## config.mk

```make
export PLATFORM = sky130hd
export DESIGN_NAME = alu_result_stage
export DESIGN_NICKNAME = d
export VERILOG_FILES = /design/src/rtl/alu_result_stage.sv
export SDC_FILE = /design/constraint.sdc
export NUM_CORES = 1
export LEC_CHECK = 0
export CAP_MARGIN = 5
export CORE_ASPECT_RATIO = 1.75
export CORE_MARGIN = 5
export CORE_UTILIZATION = 30
export DETAILED_ROUTE_END_ITERATION = 8
export PLACE_DENSITY = 0.66
export REMOVE_ABC_BUFFERS = 1
export SYNTH_ARGS = -nofsm -noshare
export SYNTH_HDL_FRONTEND = slang
export SYNTH_SLANG_ARGS = --single-unit
```

## constraint.sdc

```tcl
create_clock -name clk -period 7.4 [get_ports clk]
set_input_delay 1.85 -clock clk [delete_from_list [all_inputs] [get_ports clk]]
set_output_delay 1.85 -clock clk [all_outputs]
set_load 0.02 [all_outputs]
```

## src/rtl/alu_result_stage.sv

```systemverilog
// alu_result_stage: registered result stage behind the 32-bit ripple ALU.
// Selects the final result, including set-less-than, and computes the
// zero/negative/carry/overflow flags. Results are presented through a
// valid/ready handshake backed by a two-entry skid buffer (main + skid), so a
// stalled consumer never causes a beat to be lost.
module alu_result_stage #(
   parameter int WIDTH = 32
) (
   input  logic             clk,
   input  logic             rst,
   input  logic             in_valid,
   output logic             in_ready,
   input  logic [1:0]       in_op,
   input  logic             in_sub,
   input  logic             in_a_msb,
   input  logic             in_b_msb,
   input  logic [WIDTH-1:0] in_sum,
   input  logic [WIDTH-1:0] in_out,
   input  logic             in_cout,
   output logic             out_valid,
   input  logic             out_ready,
   output logic [WIDTH-1:0] out_result,
   output logic             out_zero,
   output logic             out_neg,
   output logic             out_carry,
   output logic             out_ovf
);

   // Operation encoding as presented by the ALU's {op1,op2} controls.
   typedef enum logic [1:0] {
      OP_AND = 2'b00,
      OP_SUM = 2'b01,
      OP_OR  = 2'b10,
      OP_SLT = 2'b11
   } op_e;

   // One stored beat: final result plus its flags.
   typedef struct packed {
      logic [WIDTH-1:0] result;
      logic             zero;
      logic             neg;
      logic             carry;
      logic             ovf;
   } beat_t;

   beat_t new_beat;
   beat_t main_q;
   beat_t skid_q;

   logic  main_valid;
   logic  skid_valid;
   logic  main_valid_d;
   logic  skid_valid_d;

   logic  b_eff;
   logic  sum_ovf;
   logic  accept;
   logic  deliver;
   logic  load_main;
   logic  load_skid;
   logic  shift;

   // Signed overflow of the ALU add/subtract, judged from operand and sum MSBs.
   assign b_eff   = in_b_msb ^ in_sub;
   assign sum_ovf = (in_a_msb == b_eff) && (in_sum[WIDTH-1] != in_a_msb);

   // Final result selection and flag generation for the incoming beat.
   always_comb begin
      // NOTE: every field gets a default first so no path through the case
      // statement leaves a value unassigned and infers a latch.
      new_beat = '0;
      unique case (op_e'(in_op))
         OP_AND, OP_OR: begin
            new_beat.result = in_out;
         end
         OP_SUM: begin
            new_beat.result = in_sum;
            new_beat.carry  = in_cout;
            new_beat.ovf    = sum_ovf;
         end
         OP_SLT: begin
            // The ALU's mux leg for SLT is unconnected; the true sign of a-b
            // is the sum MSB corrected by overflow.
            new_beat.result = {{(WIDTH-1){1'b0}}, in_sum[WIDTH-1] ^ sum_ovf};
            new_beat.carry  = in_cout;
         end
      endcase
      // zero/neg are derived from the final result, captured with it so that
      // the reset state shows all flags clear.
      new_beat.zero = (new_beat.result == '0);
      new_beat.neg  = new_beat.result[WIDTH-1];
   end

   // Handshake decode: where the accepted beat goes and whether skid drains.
   assign accept    = in_valid && in_ready;
   assign deliver   = main_valid && out_ready;
   assign shift     = deliver && skid_valid;
   assign load_main = accept && (!main_valid || deliver);
   assign load_skid = accept && main_valid && !deliver;

   // Next occupancy of the two entries.
   always_comb begin
      main_valid_d = main_valid;
      skid_valid_d = skid_valid;
      if (shift) begin
         main_valid_d = 1'b1;
         skid_valid_d = 1'b0;
      end else if (load_main) begin
         main_valid_d = 1'b1;
      end else if (load_skid) begin
         skid_valid_d = 1'b1;
      end else if (deliver) begin
         main_valid_d = 1'b0;
      end
   end

   // Occupancy flags and the registered in_ready (low only while skid is full).
   always_ff @(posedge clk or posedge rst) begin
      if (rst) begin
         // NOTE: state registers use non-blocking assignment so every flop
         // samples pre-edge values regardless of statement order.
         main_valid <= 1'b0;
         skid_valid <= 1'b0;
         in_ready   <= 1'b0;
      end else begin
         main_valid <= main_valid_d;
         skid_valid <= skid_valid_d;
         in_ready   <= !skid_valid_d;
      end
   end

   // Main entry payload; drives the outputs, so it is cleared on reset.
   always_ff @(posedge clk or posedge rst) begin
      if (rst) begin
         main_q <= '0;
      end else if (shift) begin
         main_q <= skid_q;
      end else if (load_main) begin
         main_q <= new_beat;
      end
   end

   // Skid entry payload.
   always_ff @(posedge clk) begin
      // NOTE: the skid payload is deliberately not reset; it is only ever
      // read when skid_valid is set, and skid_valid is reset.
      if (load_skid) begin
         skid_q <= new_beat;
      end
   end

   assign out_valid  = main_valid;
   assign out_result = main_q.result;
   assign out_zero   = main_q.zero;
   assign out_neg    = main_q.neg;
   assign out_carry  = main_q.carry;
   assign out_ovf    = main_q.ovf;

endmodule

```

==> impl_metrics.yaml <==
pwr:
  p_seq_share_pct: 36.9
  power.switching_mw: 0.561
  power_frac_comb_pct: 39.0
  swShare_pct: 34.2
  pwr-share-clk_pct: 24.1
  peakVddDrop_mv: 0.110
  leakage_nw: 2.18
  pwr_density_cell_nw_per_um2: 322
  p_int_mw: 1.08
worst_setup_path:
  r2r_slack_ns: 5.57
  cp_top_family: "buffers and inverters"
  cp-start-kind: "primary input"
  required_ns: 7.64
  r2r_start: "out_valid"
  cp_cell_sequence: "clkdlybuf4s50_1 -> nor2b_1 -> mux2i_1 -> o31a_2 -> nand4_2 -> o31ai_2"
  rr_endpoint: "skid_q[26]"
  crit_buf_inv: 1
  reg2regPathDepth: 2
  cp_max_fo: 35
  slowest_delay_ns: 1.11
  crit_arrival_ns: 3.82
  endpoint_kind: "flop"
  path_class: "in2reg"
  crit_slowest_cell: "clkdlybuf4s50_1"
timing:
  tightest_slew_ns: 1.09
  fin_crit_sh_pct: 48.5
  relSlewSlack_pct: 27.1
  fin_skew_ns: 0.00455
  setup_viol: 0
  post-route-min-period_ns: 3.59
  timing_hold_violations_final: 0
  rsz0062_at_grt: "no"
  clock.fmax_mhz: 279
  final-max-slew-violation-count: 0
  fin_setup_tns_ns: 0
clocking:
  tritoncts: "done"
  cts_hold_buf: 0
  cts_setup_buffers: 0
  cts_sinks: 73
  cts_buffer_depth: 2
  path_clk_slew_ns: 0.05
  cts_resized: 0
  clk_latency_ns: 0.32
  numCtsBuffers: 9
  h-tree-depth: 3
  clock-root-buffer: "clkbuf_16"
flow_run:
  maxCapViolations: 0
die:
  start_util_pct: 30.3
  die_h_um: 155
  dieArea_um2: 14400
  io_pins: 112
  die_w_um: 92.7
  core_area_um2: 11900
  fp-row-count: 53
worst_hold_path:
  worst_hold_path.num_cells: 2
  hp-class: "reg2reg"
  whs_endpoint: "out_result[1]"
  hp-start: "out_result[1]"
outcome:
  status: "complete, no violations"
layout:
  seqCellArea_um2: 2000
  area_delta_synth_final_pct: 41.5
  multi_input_area_um2: 1370
  postLayoutCoreUtil_pct: 42.8
  drive_above_1_share_pct: 5.96
  fillerInstances: 1146
  antenna_cells: 0
  final_nets: 522
yosys:
  syn_area_per_cell_um2: 10.4
  yosysSeqAreaShare_pct: 55.7
  syn_area_um2: 3590
  yosysUniqueCellTypes: 36
  synth-seq-cells: 73
  yosysWarningCount: 0
  postSynthCellCount: 345
global_route:
  grt_usage_pct: 14.5
  antenna_found_initial: 0
  grt_pass1_wl_um: 15900
  overflow: 0
  grt_max_degree: 71
  grt_pass1_vias: 3084
drt:
  drt_iter0_markers: 88
  drt_wl_total_um: 10100
  vias: 2896
  firstDrtPassIters: 4
  drcViolationCount: 0
  viasPerCell: 4.91
  routedWlPerCell_um: 17.1
  final_antenna_net_count: 0
placed_design:
  routabilityCongestion: 0.825
  portBuffers: 111
  dpl.hpwl_um: 7410
[flip-flops by register name (all words and copies together), names as in the netlist]
| register | cells |
|---|---|
| out_valid | 1 |
| out_zero | 1 |
| out_carry | 1 |
| skid_q | 35 |
| out_ovf | 1 |
| skid_valid | 1 |
| out_result | 32 |
| in_ready | 1 |
[through the flow]
stage                     std cells  hold slack (ns)  instance area, um^2  setup WS, ns  total power [mW]
after global placement          574            0.466                 4810          3.59              1.25
after floorplan                 323            0.457                 3500          3.45             0.949
after detailed placement        574            0.474                 4810          3.48              1.27
final                           590            0.479                 5090          3.81              1.64
after CTS                       590            0.487                 5090          3.83              1.67
after global routing            590            0.503                 5090          3.61              1.74
[layout make-up]
class | instances | area share (%)
flip-flops and latches | 73 | 39.4
multi-input cells | 211 | 26.9
repair buffers | 114 | 22.2
clock buffers | 16 | 5.34
well taps | 137 | 3.37
inverters | 39 | 2.88
[layer usage]
| metal | up-vias | track usage, % | wire (um) |
|---|---|---|---|
| met4 | 0 | 6.71 | 310 |
| met2 | 81 | 26.2 | 5330 |
| met5 | - | 0 | 0 |
| met1 | 1376 | 15.8 | 3950 |
| met3 | 23 | 3.11 | 475 |
| li1 | 1416 | - | - |
[cells in the mapped netlist]
cell type,instances,area (um^2)
dfrtp_1,38,951
nor2b_1,1,6.26
and2_1,1,6.26
buf_2,7,35.0
a41o_1,1,10.0
nor4_1,12,75.1
buf_4,1,7.51
o21bai_2,1,11.3
a211oi_1,1,7.51
o21ai_0,1,5.00
nand3b_1,31,233
and4_1,1,8.76
nor2_1,5,18.8
clkinv_1,1,3.75
xnor2_1,1,8.76
o221a_2,1,11.3
nand4_2,1,12.5
o21ai_1,64,320
mux2i_1,33,330
a22oi_1,1,7.51
maj3_1,1,10.0
nand2_1,40,150
nand3_1,3,15.0
nor4_2,1,12.5
or3_1,1,6.26
a21o_1,1,7.51
o31ai_2,1,12.5
inv_1,38,143
nor4_4,1,21.3
edfxtp_1,35,1050
nand2b_1,1,6.26
a21oi_1,2,10.0
o31a_2,1,10.0
or4_4,1,11.3
nand4_1,1,6.26
clkbuf_1,14,52.6
[cells in the final DEF (no fill, tap or decap), drive strengths merged, types with 14 or more instances in the layout]
cell type / netlist / layout
mux2i: 33 / 33
nand2: 40 / 40
clkdlybuf4s50: 0 / 110
inv: 38 / 38
clkbuf: 14 / 16
nand3b: 31 / 31
o21ai: 65 / 65
edfxtp: 35 / 35
nor4: 14 / 14
dfrtp: 38 / 38
[worst max path at each step]
stage	startpoint	end	slack (ns)	cells past startpoint
after floorplan	out_ready	skid_q[0]	3.45	3
after global placement	in_op[1]	out_zero	3.59	6
after detailed placement	in_op[1]	out_zero	3.48	6
after CTS	in_op[1]	out_zero	3.83	6
after global routing	in_op[1]	out_zero	3.61	6
final	in_op[1]	out_zero	3.81	6
[worst min-delay path, cell delays in order (launching register included)]
cell     delay [ns]
dfrtp_1        0.33
nand2_1        0.05
o21ai_1        0.06
[power by group through the flow]
| stage | combinational (mW) | clock, mW | sequential, mW |
|---|---|---|---|
| floorplan | 0.230 | 0 | 0.719 |
| global placement | 0.640 | 0 | 0.611 |
| detailed placement | 0.653 | 0 | 0.614 |
| CTS | 0.654 | 0.409 | 0.608 |
| global route | 0.694 | 0.426 | 0.624 |
| finish | 0.639 | 0.396 | 0.606 |
[logic make-up (layout without fill, tap and decap cells)]
family	Yosys count	after routing	share of synthesized area, %
multiplexers	33	33	9.19
flip-flops	73	73	55.7
adder cells (fa/ha/maj)	1	1	0.278
AND/OR/NAND/NOR	101	101	16.4
XOR/XNOR	1	1	0.244
buffers and inverters	61	169	6.72
AO/OA/AOI/OAI	75	75	11.5
(Power assumes the default switching activity.)
